File: src/rtl/tag_array_ctrl_pkg.sv
// rtl/tag_array_ctrl_pkg.sv - shared L1 tag array types and geometry
package tag_array_ctrl_pkg;

   localparam int TAG_W  = 20;
   localparam int SETS   = 128;
   localparam int ADDR_W = $clog2(SETS);

   // One stored way: valid flag in the top bit, tag below it.
   typedef struct packed {
      logic             valid;
      logic [TAG_W-2:0] tag;
   } entry_t;

   typedef enum logic {
      INIT = 1'b0,
      RUN  = 1'b1
   } state_t;

endpackage

File: src/rtl/tag_array_ctrl_if.sv
// rtl/tag_array_ctrl_if.sv - lookup, write, response and SRAM port bundle
interface tag_array_ctrl_if #(
   parameter int SETS  = 128,
   parameter int TAG_W = 20
);
   localparam int ADDR_W = $clog2(SETS);

   logic              req_valid;
   logic              req_ready;
   logic [ADDR_W-1:0] req_set;
   logic [TAG_W-2:0]  req_tag;

   logic              resp_valid;
   logic              resp_hit;
   logic              resp_way;
   logic              resp_multihit;
   logic              resp_victim;

   logic              wr_valid;
   logic              wr_ready;
   logic [ADDR_W-1:0] wr_set;
   logic              wr_way;
   logic              wr_inv;
   logic [TAG_W-2:0]  wr_tag;

   logic              init_done;

   logic [ADDR_W-1:0]  sram_addr;
   logic               sram_en;
   logic               sram_wmode;
   logic [1:0]         sram_wmask;
   logic [2*TAG_W-1:0] sram_wdata;
   logic [2*TAG_W-1:0] sram_rdata;

   // Controller side: serves requests, owns the SRAM port.
   modport slave (
      input  req_valid, req_set, req_tag,
      input  wr_valid, wr_set, wr_way, wr_inv, wr_tag,
      input  sram_rdata,
      output req_ready, wr_ready, init_done,
      output resp_valid, resp_hit, resp_way, resp_multihit, resp_victim,
      output sram_addr, sram_en, sram_wmode, sram_wmask, sram_wdata
   );

   // Requester side, also models the SRAM macro.
   modport master (
      output req_valid, req_set, req_tag,
      output wr_valid, wr_set, wr_way, wr_inv, wr_tag,
      output sram_rdata,
      input  req_ready, wr_ready, init_done,
      input  resp_valid, resp_hit, resp_way, resp_multihit, resp_victim,
      input  sram_addr, sram_en, sram_wmode, sram_wmask, sram_wdata
   );

endinterface

File: src/rtl/tag_array_ctrl_tag_compare.sv
// rtl/tag_array_ctrl_tag_compare.sv - two-way tag match and invalid-way detect
module tag_compare #(
   parameter int TAG_W = 20
) (
   input  logic [2*TAG_W-1:0] rdata,
   input  logic [TAG_W-2:0]   tag,
   output logic               hit,
   output logic               way,
   output logic               multihit,
   output logic [1:0]         invalid
);
   import tag_array_ctrl_pkg::*;

   logic [1:0] match;

   // Per-way match against the registered lookup tag, then reduce.
   always_comb begin
      match   = '0;
      invalid = '0;
      for (int w = 0; w < 2; w++) begin
         invalid[w] = ~rdata[w*TAG_W + TAG_W-1];
         match[w]   = rdata[w*TAG_W + TAG_W-1] & (rdata[w*TAG_W +: TAG_W-1] == tag);
      end
      hit      = |match;
      way      = ~match[0] & match[1];
      multihit = &match;
   end

endmodule

File: src/rtl/tag_array_ctrl.sv
// rtl/tag_array_ctrl.sv - tag SRAM owner: clear sweep, write/lookup arbitration, compare
module tag_array_ctrl #(
   parameter int SETS  = 128,
   parameter int TAG_W = 20
) (
   input  logic             clock,
   input  logic             reset_n,
   tag_array_ctrl_if.slave  bus
);
   import tag_array_ctrl_pkg::*;

   localparam int CNT_W = $clog2(SETS);

   state_t             state_q, state_d;
   logic [CNT_W-1:0]   cnt_q, cnt_d;
   logic               rr_q, rr_d;
   logic               rv_q, rv_d;
   logic [TAG_W-2:0]   tag_q, tag_d;
   logic [TAG_W-1:0]   wr_entry;

   logic               cmp_hit;
   logic               cmp_way;
   logic               cmp_multihit;
   logic [1:0]         cmp_invalid;

   // Compare the tags returned for last cycle's lookup.
   tag_compare #(.TAG_W(TAG_W)) u_cmp (
      .rdata    (bus.sram_rdata),
      .tag      (tag_q),
      .hit      (cmp_hit),
      .way      (cmp_way),
      .multihit (cmp_multihit),
      .invalid  (cmp_invalid)
   );

   assign wr_entry = bus.wr_inv ? '0 : {1'b1, bus.wr_tag};

   // Next state, SRAM port drive and request readiness; SRAM is quiet while reset is held.
   always_comb begin
      state_d        = state_q;
      cnt_d          = cnt_q;
      rr_d           = rr_q;
      rv_d           = 1'b0;
      tag_d          = tag_q;
      bus.req_ready  = 1'b0;
      bus.wr_ready   = 1'b0;
      bus.init_done  = 1'b0;
      bus.sram_en    = 1'b0;
      bus.sram_wmode = 1'b0;
      bus.sram_wmask = 2'b00;
      bus.sram_addr  = '0;
      bus.sram_wdata = '0;
      case (state_q)
         INIT: begin
            if (reset_n) begin
               bus.sram_en    = 1'b1;
               bus.sram_wmode = 1'b1;
               bus.sram_wmask = 2'b11;
               bus.sram_addr  = cnt_q;
               cnt_d          = cnt_q + 1'b1;
               if (cnt_q == CNT_W'(SETS-1)) begin
                  state_d = RUN;
                  cnt_d   = '0;
               end
            end
         end
         RUN: begin
            bus.init_done = 1'b1;
            bus.wr_ready  = 1'b1;
            bus.req_ready = ~bus.wr_valid;
            if (bus.wr_valid) begin
               bus.sram_en    = 1'b1;
               bus.sram_wmode = 1'b1;
               bus.sram_wmask = bus.wr_way ? 2'b10 : 2'b01;
               bus.sram_addr  = bus.wr_set;
               bus.sram_wdata = {wr_entry, wr_entry};
            end else if (bus.req_valid) begin
               bus.sram_en   = 1'b1;
               bus.sram_addr = bus.req_set;
               tag_d         = bus.req_tag;
               rv_d          = 1'b1;
            end
         end
         default: state_d = INIT;
      endcase
      if (rv_q && !cmp_hit && cmp_invalid == 2'b00) begin
         rr_d = ~rr_q;
      end
   end

   // Controller state registers.
   always_ff @(posedge clock or negedge reset_n) begin
      if (!reset_n) begin
         state_q <= INIT;
         cnt_q   <= '0;
         rr_q    <= 1'b0;
         rv_q    <= 1'b0;
         tag_q   <= '0;
      end else begin
         state_q <= state_d;
         cnt_q   <= cnt_d;
         rr_q    <= rr_d;
         rv_q    <= rv_d;
         tag_q   <= tag_d;
      end
   end

   assign bus.resp_valid    = rv_q;
   assign bus.resp_hit      = rv_q & cmp_hit;
   assign bus.resp_way      = rv_q & cmp_way;
   assign bus.resp_multihit = rv_q & cmp_multihit;
   assign bus.resp_victim   = rv_q & (cmp_invalid[0] ? 1'b0 : (cmp_invalid[1] ? 1'b1 : rr_q));

endmodule

File: src/flat_wrapper.sv
// flat-port wrapper written by rule: the top's interface ports become plain ports
module tag_array_ctrl_flat import tag_array_ctrl_pkg::*;
#(
   parameter int SETS  = 128,
   parameter int TAG_W = 20
)
  (clock, reset_n, bus_req_valid, bus_req_set, bus_req_tag, bus_wr_valid, bus_wr_set, bus_wr_way, bus_wr_inv, bus_wr_tag, bus_sram_rdata, bus_req_ready, bus_wr_ready, bus_init_done, bus_resp_valid, bus_resp_hit, bus_resp_way, bus_resp_multihit, bus_resp_victim, bus_sram_addr, bus_sram_en, bus_sram_wmode, bus_sram_wmask, bus_sram_wdata);
  tag_array_ctrl_if #(.SETS(SETS), .TAG_W(TAG_W)) bus_i ();
  input  logic clock;
  input  logic reset_n;
  input wire logic [$bits(bus_i.req_valid)-1:0] bus_req_valid;
  input wire logic [$bits(bus_i.req_set)-1:0] bus_req_set;
  input wire logic [$bits(bus_i.req_tag)-1:0] bus_req_tag;
  input wire logic [$bits(bus_i.wr_valid)-1:0] bus_wr_valid;
  input wire logic [$bits(bus_i.wr_set)-1:0] bus_wr_set;
  input wire logic [$bits(bus_i.wr_way)-1:0] bus_wr_way;
  input wire logic [$bits(bus_i.wr_inv)-1:0] bus_wr_inv;
  input wire logic [$bits(bus_i.wr_tag)-1:0] bus_wr_tag;
  input wire logic [$bits(bus_i.sram_rdata)-1:0] bus_sram_rdata;
  output wire logic [$bits(bus_i.req_ready)-1:0] bus_req_ready;
  output wire logic [$bits(bus_i.wr_ready)-1:0] bus_wr_ready;
  output wire logic [$bits(bus_i.init_done)-1:0] bus_init_done;
  output wire logic [$bits(bus_i.resp_valid)-1:0] bus_resp_valid;
  output wire logic [$bits(bus_i.resp_hit)-1:0] bus_resp_hit;
  output wire logic [$bits(bus_i.resp_way)-1:0] bus_resp_way;
  output wire logic [$bits(bus_i.resp_multihit)-1:0] bus_resp_multihit;
  output wire logic [$bits(bus_i.resp_victim)-1:0] bus_resp_victim;
  output wire logic [$bits(bus_i.sram_addr)-1:0] bus_sram_addr;
  output wire logic [$bits(bus_i.sram_en)-1:0] bus_sram_en;
  output wire logic [$bits(bus_i.sram_wmode)-1:0] bus_sram_wmode;
  output wire logic [$bits(bus_i.sram_wmask)-1:0] bus_sram_wmask;
  output wire logic [$bits(bus_i.sram_wdata)-1:0] bus_sram_wdata;
  assign bus_i.req_valid = bus_req_valid;
  assign bus_i.req_set = bus_req_set;
  assign bus_i.req_tag = bus_req_tag;
  assign bus_i.wr_valid = bus_wr_valid;
  assign bus_i.wr_set = bus_wr_set;
  assign bus_i.wr_way = bus_wr_way;
  assign bus_i.wr_inv = bus_wr_inv;
  assign bus_i.wr_tag = bus_wr_tag;
  assign bus_i.sram_rdata = bus_sram_rdata;
  assign bus_req_ready = bus_i.req_ready;
  assign bus_wr_ready = bus_i.wr_ready;
  assign bus_init_done = bus_i.init_done;
  assign bus_resp_valid = bus_i.resp_valid;
  assign bus_resp_hit = bus_i.resp_hit;
  assign bus_resp_way = bus_i.resp_way;
  assign bus_resp_multihit = bus_i.resp_multihit;
  assign bus_resp_victim = bus_i.resp_victim;
  assign bus_sram_addr = bus_i.sram_addr;
  assign bus_sram_en = bus_i.sram_en;
  assign bus_sram_wmode = bus_i.sram_wmode;
  assign bus_sram_wmask = bus_i.sram_wmask;
  assign bus_sram_wdata = bus_i.sram_wdata;
  tag_array_ctrl #(.SETS(SETS), .TAG_W(TAG_W)) u_core (.clock(clock), .reset_n(reset_n), .bus(bus_i));
endmodule
File: config.mk
export PLATFORM = sky130hd
export DESIGN_NAME = tag_array_ctrl_flat
export DESIGN_NICKNAME = d
export VERILOG_FILES = /design/src/rtl/tag_array_ctrl_pkg.sv /design/src/rtl/tag_array_ctrl_if.sv /design/src/rtl/tag_array_ctrl_tag_compare.sv /design/src/rtl/tag_array_ctrl.sv /design/src/flat_wrapper.sv
export SDC_FILE = /design/constraint.sdc
export NUM_CORES = 1
export LEC_CHECK = 0
export ABC_AREA = 1
export CAP_MARGIN = 20
export CORE_MARGIN = 2
export CORE_UTILIZATION = 38
export DETAILED_ROUTE_END_ITERATION = 10
export PLACE_DENSITY = 0.85
export SYNTH_ARGS = -nofsm -noshare
export SYNTH_HDL_FRONTEND = slang
export SYNTH_SLANG_ARGS = --single-unit
File: constraint.sdc
create_clock -name clock -period 1.35 [get_ports clock]
set_input_delay 0.2025 -clock clock [delete_from_list [all_inputs] [get_ports clock]]
set_output_delay 0.2025 -clock clock [all_outputs]
set_load 0.01 [all_outputs]
==> results of run 1 <==
-- cell usage in the layout, fill, tap and decap left out, drive strengths merged --
cell	synthesis	routed
a211oi	1	1
buf	26	170
ha	1	1
bufinv	0	1
nor3	2	2
clkbuf	0	6
nor2b	1	1
nand4	7	7
inv	88	89
nand2	161	161
and3	2	2
a21oi	6	6
nand3	14	14
nor2	70	70
a22oi	5	5
a221o	1	1
clkinvlp	0	1
clkdlybuf4s50	0	90
nand3b	1	1
xnor2	3	3
xor2	3	3
dfrtp	29	29
dlygate4sd2	0	5
or2	1	1
o21ai	31	31
o22ai	4	4
-- per-stage QoR --
step | total power (uW) | setup TNS, ps | area [um^2] | hold WS [ps]
5_1_grt | 3920 | -23810 | 5740 | 421
4_1_cts | 3520 | -17000 | 5410 | 308
3_3_place_gp | 2360 | -47280 | 4650 | 456
2_1_floorplan | 1620 | 0 | 2730 | -93.1
6_report | 3770 | -21130 | 5740 | 406
3_5_place_dp | 2390 | -50230 | 4650 | 468
-- synth_stat cells --
library cell / instances
o22ai_1: 4
xnor2_1: 3
inv_2: 10
o21ai_1: 3
nand4_1: 7
nor2_1: 65
or2_2: 1
nand2_1: 157
nand2_4: 1
xor2_1: 3
nand3_2: 1
nor3_1: 2
a22oi_1: 5
nand3_1: 13
and3_1: 2
ha_1: 1
nor2b_1: 1
a211oi_1: 1
buf_2: 2
a221o_1: 1
a21oi_1: 6
dfrtp_1: 29
nor2_4: 1
o21ai_0: 28
buf_4: 24
nor2_2: 4
nand3b_1: 1
inv_1: 78
nand2_2: 3
-- critical path, stage by stage --
cell and delay, ps:
clkdlybuf4s50_1 520, inv_1 70, nand2_1 120, nand4_1 120
nor3_1 200, nand3_2 150, a21oi_2 160, buf_2 150
-- flip-flops by register name, indices dropped and copies added, names as in the netlist --
name,flops
u_core.state_q,1
u_core.tag_q,19
u_core.rr_q,1
u_core.bus.resp_valid,1
u_core.cnt_q,7
-- cells by family after synthesis --
family / Yosys count / synth area share [%]
AND/OR/NAND/NOR: 259 / 40.2
adder cells (fa/ha/maj): 1 / 0.474
AO/OA/AOI/OAI: 48 / 10.1
XOR/XNOR: 6 / 1.99
buffers and inverters: 114 / 19.7
flip-flops: 29 / 27.5
-- layer usage --
layer  vias to the layer above  track usage [%]  wire [um]
li1                       1865                -          -
met3                       101             7.87       1130
met4                         0             21.3       1250
met5                         -                0          0
met1                      1942             32.9       4940
met2                       260             64.5       7810
-- power breakdown --
part / switching, uW / internal, uW / leakage [uW]
Combinational: 852 / 900 / 0.00255
Sequential: 81.6 / 950 / 0.000348
Clock: 390 / 600 / 0.0000574
-- worst min path at each step --
| stage | from | to | slack (ps) |
|---|---|---|---|
| 6_report | reset_n | u_core.cnt_q[6] | 410 |
| 4_1_cts | reset_n | u_core.cnt_q[6] | 310 |
| 3_5_place_dp | u_core.rr_q | u_core.rr_q | 470 |
| 3_3_place_gp | u_core.rr_q | u_core.rr_q | 460 |
| 5_1_grt | reset_n | u_core.cnt_q[6] | 420 |
| 2_1_floorplan | reset_n | u_core.bus.resp_valid | -90 |
-- what timing repair did --
| action | CTS | global route |
|---|---|---|
| gates resized for setup | 403 | 73 |
| pin swaps | 30 | 34 |
| endpoints found under the setup margin | 83 | 85 |
| buffers inserted | 34 | 22 |
| endpoints found under the hold margin | 0 | 0 |
| cloned | 1 | 0 |
-- cell type report --
class                           count  area [um^2]
Clock buffer                        6         82.6
Fill cell                         374         1010
Timing Repair Buffer              265         2580
Clock inverter                      2         37.5
Inverter                           88          355
Timing Repair inverter              1         20.0
Tap cell                           80          100
Sequential cell                    29          728
Multi-Input combinational cell    314         1840
==> metrics.txt, run 1 <==
Finished Layout Cells=a little under 800; CP required=1150 ps; skew final=5.91 ps; worst-path fanout max=3; I/O pin count=157; CTS buffer count=5; share of the synthesized area in the top cell type=27.5%; Worst Path Arrival=approximately 1700 ps; worst reg2reg startpoint=u_core.state_q; antenna cells=0; via total after detailed routing=4168; Site Rows=30; Post-Syn Area per Cell=5.77 um^2; leakage=0.00295 uW; synth unique cells=29; initial antenna violation count=0; Final ANT Viol Nets=0; Iteration-0 DRC Markers=219; crit path to=bus_resp_hit; Core Util, Final=85.0%; setup ws final=-529 ps; Peak VDD IR=slightly above 0.0004 V; CTS Buffer Depth=2; Final Hold Viols=0; net count after synthesis=556; CTS tree=yes; H-tree levels=2; first-pass GRT wire length=20100 um; Cells after DPL=729; RSZ-0062 raised after global routing=true; PwrDens=between 600 and 700 nW/um^2; Tmin final=1880 ps; pre-CTS setup slack=-946 ps; max-slew violation count=0; total gr overflow=0; failing checks=negative setup slack; measured slew at the worst slew-check pin=404 ps; hold bufs inserted after CTS=0; worst min path class=primary input to asynchronous set/reset pin; Mapped Cells=457; Initial Utilization=39.0%; max-capacitance violation count=0; top cells by area, synth=dfrtp_1, nand2_1, inv_1; largest net degree at the start of global routing=40; synthesized flop and latch total=29; gr usage total=34.2%; register area share after synthesis=approximately 28%; Die Footprint=7620 um^2; Crit. End Element=output port; outcome=complete, but fails checks; yosys warns=0; IO buf count=156; area of the mapped netlist=~2600 um^2; worst relative slew slack=73.1%; share of cells above drive strength 1=between 40% and 50%; Avg Vias per Cell=5.31; WS Path Type=primary input to output port; Die Y-Extent=87.3 um; Synth-to-Final Area Change=118%; R2R Path End=u_core.cnt_q[5]; Peak Freq=0.532 GHz; Routed WL per cell=roughly 19 um; r2r worst-path depth=8; core area=slightly below 7000 um^2; DR pass1 iterations=5; final WL=15100 um; final setup vio count=61; number of global-route vias before repair=4264; crit path launch=bus_sram_rdata[8]; FF-to-FF setup slack=-270 ps; Die X-Extent=between 80 and 90 um; Final period util=139%; later-pin clock latency in the skew report=290 ps; crit path launch type=primary input; HPWL after detailed placement=just over 8000 um; CTS sink cnt=29; Final Wtd Congestion=0.937; CTS root buf=clkbuf_8; area leader, netlist=dfrtp_1; clock-pin transition on the worst setup and hold timing paths=~80 ps; Nets=803; # DRC=0
Note: power is estimated with default switching activity, not from simulation.
==> inputs of run 2 (changes only) <==
--- a/config.mk
+++ b/config.mk
@@ -8,9 +8,9 @@
 export ABC_AREA = 1
 export CAP_MARGIN = 20
 export CORE_MARGIN = 2
-export CORE_UTILIZATION = 38
+export CORE_UTILIZATION = 41
 export DETAILED_ROUTE_END_ITERATION = 10
-export PLACE_DENSITY = 0.85
+export PLACE_DENSITY = 0.91
 export SYNTH_ARGS = -nofsm -noshare
 export SYNTH_HDL_FRONTEND = slang
 export SYNTH_SLANG_ARGS = --single-unit
==> constraint.sdc (replaced) <==
create_clock -name clock -period 2.25 [get_ports clock]
set_input_delay 0.3375 -clock clock [delete_from_list [all_inputs] [get_ports clock]]
set_output_delay 0.3375 -clock clock [all_outputs]
set_load 0.01 [all_outputs]
==> run 2 against run 1 <==
  * Clock power down 41%
  * Register-to-register slack improved by 970 ps
  * The flow now finishes without violations
  * Highest routed layer unchanged
  * Worst hold slack worse by 120 ps
==> metrics.txt, run 2 (synthesis results as in run 1) <==
CP max-delay cell=clkdlybuf4s50_1 (unchanged); H-tree levels=2 (unchanged); Die Footprint=7090 um^2 (was 7620 um^2); # DRC=0 (unchanged); crit path launch type=primary input (unchanged); critical path's top delay family=buffers and inverters (unchanged); HPWL after detailed placement=7410 um (was 8210 um); skew final=6.63 ps (was 5.91 ps); DR pass1 iterations=9 (was 5); routed wl met3=798 um (was 1130 um); Routed WL per cell=13.4 um (was 19.3 um); Final Hold Viols=0 (unchanged); Final ANT Viol Nets=0 (unchanged); worst-path fanout max=19 (was 3); measured slew at the worst slew-check pin=392 ps (was 404 ps); commonest non-fill, non-tap cell in the layout=nand2_1 (unchanged); Power Internal=1310 uW (was 2450 uW); number of global-route vias before repair=3430 (was 4264); CP peak stage delay=580 ps (was 520 ps); final setup vio count=0 (was 61); Finished Layout Cells=706 (was 785); Peak VDD IR=0.000339 V (was 0.000411 V); CP Cell Sequence=clkdlybuf4s50_1, nand2_2, nor2_4, inv_4, nor2_1, clkdlybuf4s50_1 (was clkdlybuf4s50_1, inv_1, nand2_1, nand4_1, nor3_1, nand3_2, a21oi_2, buf_2); largest net degree at the start of global routing=40 (unchanged); CTS tree=yes (unchanged); commonest cells after routing, fill and taps aside=nand2_1, clkdlybuf4s50_1, inv_1 (was nand2_1, clkdlybuf4s50_1, buf_6); first-pass GRT wire length=15100 um (was 20100 um); worst min path class=primary input to asynchronous set/reset pin (unchanged); Cells after DPL=698 (was 729); cell with the most instances on the worst path=clkdlybuf4s50_1; CTS Buffer Depth=2 (unchanged); switching share of power=32.4% (was 35.1%); I/O pin count=157 (unchanged); Nets=727 (was 803); leakage=0.00284 uW (was 0.00295 uW); Fillers=515 (was 374); later-pin clock latency in the skew report=300 ps (was 290 ps); Sum Neg Setup Slack=0 ps (was -21130 ps); Peak Freq=0.445 GHz; WS Path Type=primary input to output port (unchanged); Multi-input gate area=1430 um^2 (was 1840 um^2); total stage count of the critical path=6 (was 8); total gr overflow=0 (unchanged); worst relative slew slack=73.8% (was 73.1%); core area=6280 um^2 (was 6760 um^2); Logic pwr share=38.2% (was 46.4%); Core Util, Final=72.9% (was 85.0%); gr usage total=25.8% (was 34.2%); Initial Utilization=42.0% (was 39.0%); register area=727 um^2 (was 728 um^2); Iteration-0 DRC Markers=201 (was 219); PwrDens=425 nW/um^2 (was 657 nW/um^2); largest register by flop count=u_core.tag_q (unchanged); hold bufs inserted after CTS=0 (unchanged); CTS root buf=clkbuf_8 (unchanged); clock-pin transition on the worst setup and hold timing paths=80 ps (about the same); Final period util=99.9%; Synth-to-Final Area Change=73.5% (was 118%); FF-to-FF setup slack=700 ps (was -270 ps); max-slew violation count=0 (unchanged); Site Rows=29 (was 30); top sig layer=met4 (unchanged); RSZ-0062 raised after global routing=true (unchanged); biggest regs=u_core.tag_q: 19 flops, u_core.cnt_q: 7 flops (unchanged); pre-CTS setup slack=-303 ps (was -946 ps); CP required=1910 ps (was 1150 ps); max-capacitance violation count=0 (unchanged); Seq pwr share=31.7% (was 27.3%); r2r worst-path depth=10 (was 8); Final Wtd Congestion=1.05 (was 0.937); Worst Path Arrival=1910 ps (was 1680 ps); post-CTS setup buffers=0 (was 34); share of cells above drive strength 1=12.6% (was 41.3%); final WL=9430 um (was 15100 um); setup ws final=1.50 ps (was -529 ps); Die Y-Extent=84.2 um (was 87.3 um); Crit. End Element=output port (unchanged); Die X-Extent=84.2 um (was 87.3 um); clock share of power=30.1% (was 26.2%); Avg Vias per Cell=4.87 (was 5.31); met1 wire length=3710 um (was 4940 um); met2 WL post-DR=4690 um (was 7810 um); CTS buffer count=5 (unchanged); antenna cells=0 (unchanged); P_sw=631 uW (was 1320 uW); Worst Hold Slack=282 ps (was 406 ps); initial antenna violation count=0 (unchanged); max FFs per register=19 (unchanged); Tmin final=between 2000 and 2500 ps; CTS sink cnt=29 (unchanged); Buf/Inv on CP=3 (unchanged); via total after detailed routing=3437 (was 4168); IO buf count=156 (unchanged); outcome=finished, final reports clean (was complete, but fails checks)
## run 2: cell types whose count changed in the layout (fill, tap and decap cells not counted), moves of 13 or more
| cell | before | now |
|---|---|---|
| nand2_2 | 17 | 4 |
| buf_6 | 82 | 0 |
| nor2_4 | 25 | 1 |
| buf_4 | 70 | 33 |
| dlymetal6s2s_1 | 0 | 31 |
| nor2_1 | 31 | 56 |
| nand2_1 | 139 | 156 |
| clkdlybuf4s50_1 | 90 | 108 |
| inv_1 | 64 | 78 |
## run 2: power by group through the flow
| stage | Combinational, uW | Clock [uW] | Sequential (uW) |
|---|---|---|---|
| 6_report | 743 | 586 | 616 |
| 5_1_grt | 818 | 616 | 621 |
| 4_1_cts | 741 | 597 | 615 |
| 3_5_place_dp | 738 | 0 | 623 |
| 3_3_place_gp | 728 | 0 | 620 |
| 2_1_floorplan | 343 | 0 | 613 |
## run 2: worst paths after layout
path / from / endpoint
setup / recovery: bus_wr_valid / bus_sram_wdata[29]
hold reg to reg: u_core.rr_q / u_core.rr_q
hold / removal: reset_n / u_core.tag_q[9]
max in group asynchronous: reset_n / u_core.state_q
min in group clock: u_core.rr_q / u_core.rr_q
setup reg to reg: u_core.state_q / u_core.cnt_q[5]
## run 2: repair_timing
item | 4_1_cts | 5_1_grt
gates cloned | 0 | 0
setup endpoints to repair | 40 | 35
pin swaps | 1 | 3
gates resized for setup | 26 | 43
## run 2: metrics by stage
step	power (uW)	instance area, um^2
3_3_place_gp	1350	4370
5_1_grt	2050	4580
2_1_floorplan	956	2640
4_1_cts	1950	4490
3_5_place_dp	1360	4370
6_report	1940	4580
## run 2: cell type report
class | instances | area share (%)
well taps | 77 | 2.11
clock buffers | 6 | 1.80
inverters | 88 | 7.27
flip-flops and latches | 29 | 15.9
clock inverters | 2 | 0.820
multi-input cells | 314 | 31.1
repair buffers | 190 | 41.0
## run 2: metal layers
layer / up-vias / track usage [%]
li1: 1702 / -
met1: 1524 / 29.1
met2: 185 / 47.5
met3: 26 / 7.08
met4: 0 / 7.48
met5: - / 0
